--- src/rtl/counter_down_ld.sv ---
// Loadable down-counter with one-shot and periodic (auto-reload) modes.
// Emits a one-cycle terminal-count pulse in DONE; loads saturate at ULIMIT.
module counter_down_ld #(
  parameter int unsigned        WIDTH  = 3,
  parameter logic [WIDTH-1:0]   ULIMIT = 3'b110
) (
  input  logic             clk,
  input  logic             i_sclr,
  input  logic             i_en,
  input  logic             i_load,
  input  logic [WIDTH-1:0] i_load_val,
  input  logic             i_auto_reload,
  output logic [WIDTH-1:0] o_cnt,
  output logic             o_tc,
  output logic             o_busy
);

  typedef enum logic [1:0] {StIdle, StRun, StDone} state_e;

  localparam logic [WIDTH-1:0] One = WIDTH'(1);

  state_e           state_q, state_d;
  logic [WIDTH-1:0] cnt_q, cnt_d;
  logic [WIDTH-1:0] reload_q, reload_d;
  logic             tc_q, tc_d;
  logic [WIDTH-1:0] load_sat;

  assign load_sat = (i_load_val > ULIMIT) ? ULIMIT : i_load_val;

  always_comb begin
    state_d  = state_q;
    cnt_d    = cnt_q;
    reload_d = reload_q;
    tc_d     = 1'b0;
    if (i_load) begin
      cnt_d    = load_sat;
      reload_d = load_sat;
      state_d  = (load_sat != '0) ? StRun : StIdle;
    end else begin
      unique case (state_q)
        StIdle: cnt_d = '0;
        StRun: begin
          if (i_en) begin
            if (cnt_q > One) begin
              cnt_d = cnt_q - One;
            end else begin
              cnt_d   = '0;
              tc_d    = 1'b1;
              state_d = StDone;
            end
          end
        end
        StDone: begin
          // A zero reload can never reach DONE, but guard so RUN never sees 0.
          if (i_auto_reload && (reload_q != '0)) begin
            cnt_d   = reload_q;
            state_d = StRun;
          end else begin
            cnt_d   = '0;
            state_d = StIdle;
          end
        end
        default: begin
          cnt_d   = '0;
          state_d = StIdle;
        end
      endcase
    end
  end

  always_ff @(posedge clk) begin
    if (i_sclr) begin
      state_q  <= StIdle;
      cnt_q    <= '0;
      reload_q <= '0;
      tc_q     <= 1'b0;
    end else begin
      state_q  <= state_d;
      cnt_q    <= cnt_d;
      reload_q <= reload_d;
      tc_q     <= tc_d;
    end
  end

  assign o_cnt  = cnt_q;
  assign o_tc   = tc_q;
  assign o_busy = (state_q == StRun);

endmodule

--- config.mk ---
export PLATFORM = sky130hd
export DESIGN_NAME = counter_down_ld
export DESIGN_NICKNAME = d
export VERILOG_FILES = /design/src/rtl/counter_down_ld.sv
export SDC_FILE = /design/constraint.sdc
export NUM_CORES = 1
export LEC_CHECK = 0
export CORE_AREA = 2 2 39 41
export DETAILED_ROUTE_END_ITERATION = 7
export DIE_AREA = 0 0 41 43
export PLACE_DENSITY_LB_ADDON = 0.2
export REMOVE_ABC_BUFFERS = 1
export SKIP_CTS_REPAIR_TIMING = 1
export SYNTH_ARGS = -nofsm -noshare
export SYNTH_HDL_FRONTEND = slang
export SYNTH_SLANG_ARGS = --single-unit
--- constraint.sdc ---
create_clock -name clk -period 1.7 [get_ports clk]
set_input_delay 0.425 -clock clk [delete_from_list [all_inputs] [get_ports clk]]
set_output_delay 0.425 -clock clk [all_outputs]
set_load 0.02 [all_outputs]
==> results of run 1 <==
-- cell type report --
cell class                      count  area, um^2  area share, %
Inverter                            6       22.52          2.956
Clock buffer                        4       26.28          3.448
Tap cell                           16       20.02          2.627
Sequential cell                     9       180.2          23.65
Timing Repair Buffer               18       175.2          22.99
Multi-Input combinational cell     42       337.8          44.33
-- sequential cells by signal (all words and copies together), names as in the netlist --
name,flops
o_cnt,3
reload_q,3
state_q,2
o_tc,1
-- report_power, final --
group | internal [W] | switching, W
logic | 0.0000679 | 0.0000611
registers | 0.000223 | 0.0000115
clock network | 0.0000904 | 0.0000742
total | 0.000381 | 0.000147
-- stage by stage --
step                      TNS [ns]  hold WS, ns
final                            0       0.5200
after global routing             0       0.5847
after CTS                  -0.2315       0.5282
after detailed placement   -0.2516       0.5205
after global placement     -0.3035       0.5068
after floorplan                  0       0.4841
-- worst paths after layout --
kind	to	cells past startpoint	from
setup / recovery	o_tc	1	o_tc
hold / removal	state_q[0]	2	state_q[0]
setup reg to reg	o_cnt[0]	6	state_q[0]
hold reg to reg	state_q[0]	2	state_q[0]
-- layout by cell type, fill, tap and decap left out --
| cell type | instances |
|---|---|
| a2111oi_2 | 1 |
| a211o_1 | 2 |
| a211oi_1 | 1 |
| a211oi_2 | 1 |
| a21oi_1 | 2 |
| a221oi_1 | 3 |
| a311oi_1 | 1 |
| buf_4 | 6 |
| clkbuf_1 | 1 |
| clkbuf_4 | 3 |
| clkdlybuf4s50_1 | 8 |
| dfxtp_1 | 9 |
| dlymetal6s2s_1 | 4 |
| ha_1 | 5 |
| inv_1 | 6 |
| mux2i_1 | 2 |
| nand2_1 | 1 |
| nand2b_1 | 1 |
| nand3_1 | 2 |
| nand3b_1 | 1 |
| nor2_1 | 6 |
| nor2_2 | 2 |
| nor2b_1 | 1 |
| nor3_1 | 1 |
| nor3b_2 | 1 |
| nor4_1 | 2 |
| o21ba_2 | 1 |
| o21bai_4 | 1 |
| o31ai_1 | 2 |
| o32ai_1 | 1 |
| or2_2 | 1 |
-- cell families (layout without fill, tap and decap cells) --
kind of cell             count (synthesis)  after routing
adder cells (fa/ha/maj)                  5              5
AO/OA/AOI/OAI                           16             16
AND/OR/NAND/NOR                         19             19
multiplexers                             2              2
flip-flops                               9              9
buffers and inverters                    8             28
-- routing by layer --
layer	vias up	share of wire (%)	track usage, %
met5	-	0	0
met4	0	1.4	10.00
met3	2	6.1	3.141
met2	18	44	20.31
met1	216	49	22.65
li1	259	-	-
==> out/qor.log, run 1 <==
INFO  status         status=finished clean
INFO  synthesis      synth.mux.area_fraction=3.695%
INFO  setup_path     critical_path.top_delay_family=buffers and inverters
INFO  placement      place.gp.congestion=0.8375
INFO  sta            worst-slew-pin-transition=0.2973ns
INFO  synthesis      post_synth_edffs=0
INFO  synthesis      synth-seq-area-share=33.26%
INFO  floorplan      dieHeight=43um
INFO  setup_path     critPathLaunchType=register
INFO  setup_path     path_class=register to output port
INFO  placement      port_buffers=12
INFO  synthesis      synthSimpleGateAreaFrac=19.40%
INFO  setup_path     critPathBufInv=1
INFO  cts            tritoncts=done
INFO  layout         final_layout_size_suffix_gt1_share=21.52%
INFO  floorplan      die_area=1763um^2
INFO  layout         area_growth_syn_to_layout=40.65%
INFO  synthesis      post-synth-top-count-cell=dfxtp_1
INFO  power          powerDensity=692.8nW/um^2
INFO  synthesis      syn_area_per_cell=9.183um^2
INFO  route          routed_wl=1.088mm
INFO  sta            final_hold_viol_count=0
INFO  cts            clk_latency=0.25ns
INFO  floorplan      dieWidth=41um
INFO  cts            htree_levels=1
INFO  sta            rsz0062_at_grt=no
INFO  floorplan      core_region_area=1384um^2
INFO  sta            setup_slack=0.1329ns
INFO  global_route   wire_length_of_the_first_global_routing_pass=1.863mm
INFO  route          wl_per_cell=11.45um
INFO  synthesis      post_synth_main_area_contributors=dfxtp_1 33%, ha_1 12%, a221oi_1 4.8%
INFO  cts            cts_buffers=3
INFO  sta            finalWorstPathRequiredPeriod=1.567ns
INFO  synthesis      syn-instance-count=59
INFO  sta            final_report_max_slew_violation_count=0
INFO  synthesis      synthDistinctLibCells=27
INFO  sta            achievable-frequency=638.1MHz
INFO  synthesis      synth_top_flop_cell=dfxtp_1
INFO  global_route   grt_pass1_vias=443
INFO  sta            setup_viol=0
INFO  layout         fillers=129
INFO  synthesis      synthesis.yosys.warnings=0
INFO  floorplan      num_rows=14
INFO  synthesis      cell_area_after_synthesis=541.8um^2
INFO  setup_path     endpoint_kind=output port
INFO  layout         finalNonFillerCells=95
INFO  cts            clkSlewWorstSetupHoldPaths=0.06ns
INFO  route          remaining_drc_errors=0
INFO  synthesis      synth_largest_type_area_fraction=33.26%
INFO  setup_path     crit_fanout=1
INFO  setup_path     regToRegSetupSlack=0.20ns
INFO  setup_path     crit_required=1.27ns
INFO  sta            skew=0.002734ns
INFO  route          drt_first_iter_violations=9
INFO  synthesis      synth_compound_area_share=25.87%
INFO  placement      place.detailed.hpwl=864.1um
INFO  global_route   grt_antenna_before_repair=0
INFO  layout         antenna-diode-count=0
INFO  synthesis      synth.top_cells.by_count=9 x dfxtp_1, 6 x inv_1, 6 x nor2_1, 5 x ha_1, 3 x a221oi_1
INFO  cts            clock_tree.root_cell=clkbuf_4
INFO  placement      dp_slack=-0.1179ns
INFO  sta            layout_worst_path_cycle_share=92.18%
INFO  setup_path     slowest_stage=clkdlybuf4s50_1
INFO  floorplan      starting_density_of_the_core=39.15%
INFO  layout         design_area=762.0um^2
INFO  power          ir_drop=465.8uV
INFO  run            max_cap_viol_count=0
INFO  route          vias_per_cell=5.211
INFO  power          power.leakage=0.3543nW
INFO  synthesis      synthAdderAreaFrac=11.55%
INFO  power          fin_total_pwr=0.0005279W
INFO  synthesis      synth_top_family_by_area=compound AO/OA/AOI/OAI gates
INFO  setup_path     arrival=1.14ns
INFO  route          drt_first_pass_iters=4
INFO  synthesis      synth_area_leader_cell=dfxtp_1
INFO  synthesis      yosys.area_share.xor_xnor=0%
INFO  cts            clkSinkCount=9
INFO  cts            ctsLongestPathBuffers=2
INFO  placement      numPlacedInstances=91
INFO  layout         final_nets=93
INFO  layout         post-route-util=55.06%
INFO  synthesis      postSynthRegisterBits=9
INFO  floorplan      boundaryPins=13
INFO  hold_path      holdCritPathClass=register to register
INFO  sta            slew_headroom=80.14%
INFO  route          vias=495
INFO  placement      post_dp_cell_area=715.7um^2
INFO  setup_path     crit_chain=clkdlybuf4s50_1
INFO  global_route   grt_use_total=15.69%
INFO  synthesis      postSynth.asyncResetShare=0%
INFO  setup_path     timing.critical_path.slowest_cell_delay=0.59ns
INFO  global_route   gr_ovfl_total=0
INFO  global_route   maximum_number_of_pins_on_one_net_before_global_route_repair=9
INFO  route          ant_nets=0
Power figures use the tool's default switching activity.
==> run 2, diff against run 1 <==
--- a/config.mk
+++ b/config.mk
@@ -6,6 +6,7 @@
 export NUM_CORES = 1
 export LEC_CHECK = 0
 export CORE_AREA = 2 2 39 41
+export CTS_BUF_LIST = sky130_fd_sc_hd__clkbuf_8
 export DETAILED_ROUTE_END_ITERATION = 7
 export DIE_AREA = 0 0 41 43
 export PLACE_DENSITY_LB_ADDON = 0.2
==> out/qor.log, run 2 (synthesis results as in run 1) <==
INFO  sta            layout_worst_path_cycle_share=91.28% [-0.90 points]
INFO  sta            slew_headroom=80.66% [+0.51 points]
INFO  setup_path     reg2reg_from=state_q[0]
INFO  floorplan      boundaryPins=13 [unchanged]
INFO  setup_path     crit_required=1.84ns [+0.57 ns]
INFO  hold_path      hold_start=state_q[0]
INFO  cts            htree_levels=1 [unchanged]
INFO  floorplan      core_region_area=1384um^2 [unchanged]
INFO  placement      place.gp.congestion=0.8375 [unchanged]
INFO  global_route   gr_ovfl_total=0 [unchanged]
INFO  setup_path     crit_start=i_load
INFO  cts            clkSinkCount=9 [unchanged]
INFO  layout         fillers=124 [-3.9%]
INFO  route          wl_per_cell=11.84um [+3.4%]
INFO  layout         antenna-diode-count=0 [unchanged]
INFO  global_route   wire_length_of_the_first_global_routing_pass=1.932mm [+3.7%]
INFO  setup_path     path_class=input port to register
INFO  route          vias=493 [-0.40%]
INFO  cts            ctsLongestPathBuffers=2 [unchanged]
INFO  power          power.leakage=0.3662nW [+3.4%]
INFO  route          vias_per_cell=5.189 [-0.40%]
INFO  sta            setup_viol=0 [unchanged]
INFO  cts            cts_buffers=3 [unchanged]
INFO  setup_path     rr_endpoint=o_cnt[0]
INFO  power          ir_drop=366.6uV [-21%]
INFO  sta            final_hold_viol_count=0 [unchanged]
INFO  setup_path     crit_fanout=5 [+4]
INFO  sta            rsz0062_at_grt=no
INFO  sta            setup_slack=0.1482ns [+0.01530 ns]
INFO  setup_path     regToRegSetupSlack=0.21ns [about the same]
INFO  sta            finalWorstPathRequiredPeriod=1.552ns [-0.01530 ns]
INFO  cts            clock_tree.root_cell=clkbuf_8
INFO  setup_path     endpoint_kind=register
INFO  global_route   maximum_number_of_pins_on_one_net_before_global_route_repair=9 [unchanged]
INFO  floorplan      dieWidth=41um [unchanged]
INFO  layout         design_area=780.7um^2 [+2.5%]
INFO  run            max_cap_viol_count=0 [unchanged]
INFO  global_route   grt_antenna_before_repair=0 [unchanged]
INFO  route          routed_wl=1.125mm [+3.4%]
INFO  hold_path      holdCritPathClass=register to register
INFO  cts            clkSlewWorstSetupHoldPaths=0.05ns [about the same]
INFO  floorplan      die_area=1763um^2 [unchanged]
INFO  route          ant_nets=0 [unchanged]
INFO  sta            worst-slew-pin-transition=0.2896ns [-0.007680 ns]
INFO  setup_path     critPathLaunchType=input port
INFO  setup_path     timing.reg2reg.worst_path_depth=6 [unchanged]
INFO  setup_path     arrival=1.69ns [+0.55 ns]
INFO  route          drt_first_pass_iters=4 [unchanged]
INFO  layout         final_nets=93 [unchanged]
INFO  route          remaining_drc_errors=0 [unchanged]
INFO  layout         layout_commonest_cell=dfxtp_1
INFO  floorplan      dieHeight=43um [unchanged]
INFO  global_route   grt_use_total=16.70% [+1.0 points]
INFO  floorplan      num_rows=14 [unchanged]
INFO  sta            skew=0.001717ns [-0.001017 ns]
INFO  hold_path      min_delay_worst_endpoint=state_q[0]
INFO  placement      post_dp_cell_area=715.7um^2 [unchanged]
INFO  hold_path      timing.hold.worst_path_depth=2 [unchanged]
INFO  layout         post-route-util=56.42% [+1.4 points]
INFO  layout         area_growth_syn_to_layout=44.11%
INFO  sta            achievable-frequency=644.4MHz [+0.99%]
INFO  power          fin_total_pwr=0.0006077W [+15%]
INFO  power          powerDensity=778.3nW/um^2 [+12%]
INFO  sta            timing.setup.tns=0ns [unchanged]
INFO  placement      dp_slack=-0.1179ns [unchanged]
INFO  cts            clk_latency=0.23ns [-0.02 ns]
INFO  global_route   grt_pass1_vias=456 [+2.9%]
INFO  placement      place.detailed.hpwl=864.1um [unchanged]
INFO  floorplan      starting_density_of_the_core=39.15% [unchanged]
INFO  layout         top_library_cells_by_usage_in_the_layout_fill_and_taps_aside=9 x dfxtp_1, 8 x clkdlybuf4s50_1, 7 x inv_1, 6 x nor2_1, 6 x buf_4
INFO  cts            tritoncts=done
INFO  status         status=finished clean
INFO  route          drt_first_iter_violations=10 [+1]
INFO  layout         final_layout_size_suffix_gt1_share=21.52% [unchanged]
INFO  sta            final_report_max_slew_violation_count=0 [unchanged]
INFO  placement      port_buffers=12 [unchanged]
[run 2: area by class of cell]
class	count	area [um^2]	area share, %
inverter	6	22.52	2.885
timing repair buffer	18	175.2	22.44
multi-input combinational	42	337.8	43.27
clock inverter	1	3.754	0.4808
tap	16	20.02	2.564
clock buffer	3	41.29	5.288
sequential	9	180.2	23.08
[run 2: worst max-delay path by stage]
stage | endpoint | slack, ns | cells past startpoint
final | o_cnt[1] | 0.15 | 4
after global routing | o_cnt[0] | 0.06 | 5
after CTS | o_busy | -0.11 | 3
after detailed placement | o_cnt[0] | -0.12 | 5
after global placement | o_cnt[0] | -0.09 | 6
after floorplan | state_q[0] | 0.15 | 5
[run 2: per-stage QoR]
step           std cells  hold slack, ns
6_report              95          0.5183
5_1_grt               95          0.5817
4_1_cts               95          0.5258
3_5_place_dp          91          0.5205
3_3_place_gp          91          0.5068
2_1_floorplan         57          0.4841
[run 2: critical path, cell delays in order]
cell             delay (ns)
clkdlybuf4s50_1        0.48
nand3b_1               0.26
a211o_1                0.30
a221oi_1               0.22
[run 2: report_power, final]
group	switching, W	internal [W]
Clock	0.0000855	0.000157
Sequential	0.0000117	0.000224
Combinational	0.0000616	0.0000679
Total	0.000159	0.000449
[run 2: routing by layer]
layer | GRT usage [%] | wire length [um] | vias up
met1 | 22.65 | 531 | 220
met5 | 0 | 0 | -
met3 | 4.712 | 54 | 2
li1 | - | - | 257
met2 | 21.56 | 523 | 14
met4 | 12.00 | 15 | 0
==> run 3, diff against run 2 <==
--- a/config.mk
+++ b/config.mk
@@ -6,7 +6,6 @@
 export NUM_CORES = 1
 export LEC_CHECK = 0
 export CORE_AREA = 2 2 39 41
-export CTS_BUF_LIST = sky130_fd_sc_hd__clkbuf_8
 export DETAILED_ROUTE_END_ITERATION = 7
 export DIE_AREA = 0 0 41 43
 export PLACE_DENSITY_LB_ADDON = 0.2
==> results of run 3 <==
Final layout, timing and power as in run 1 (identical DEF).
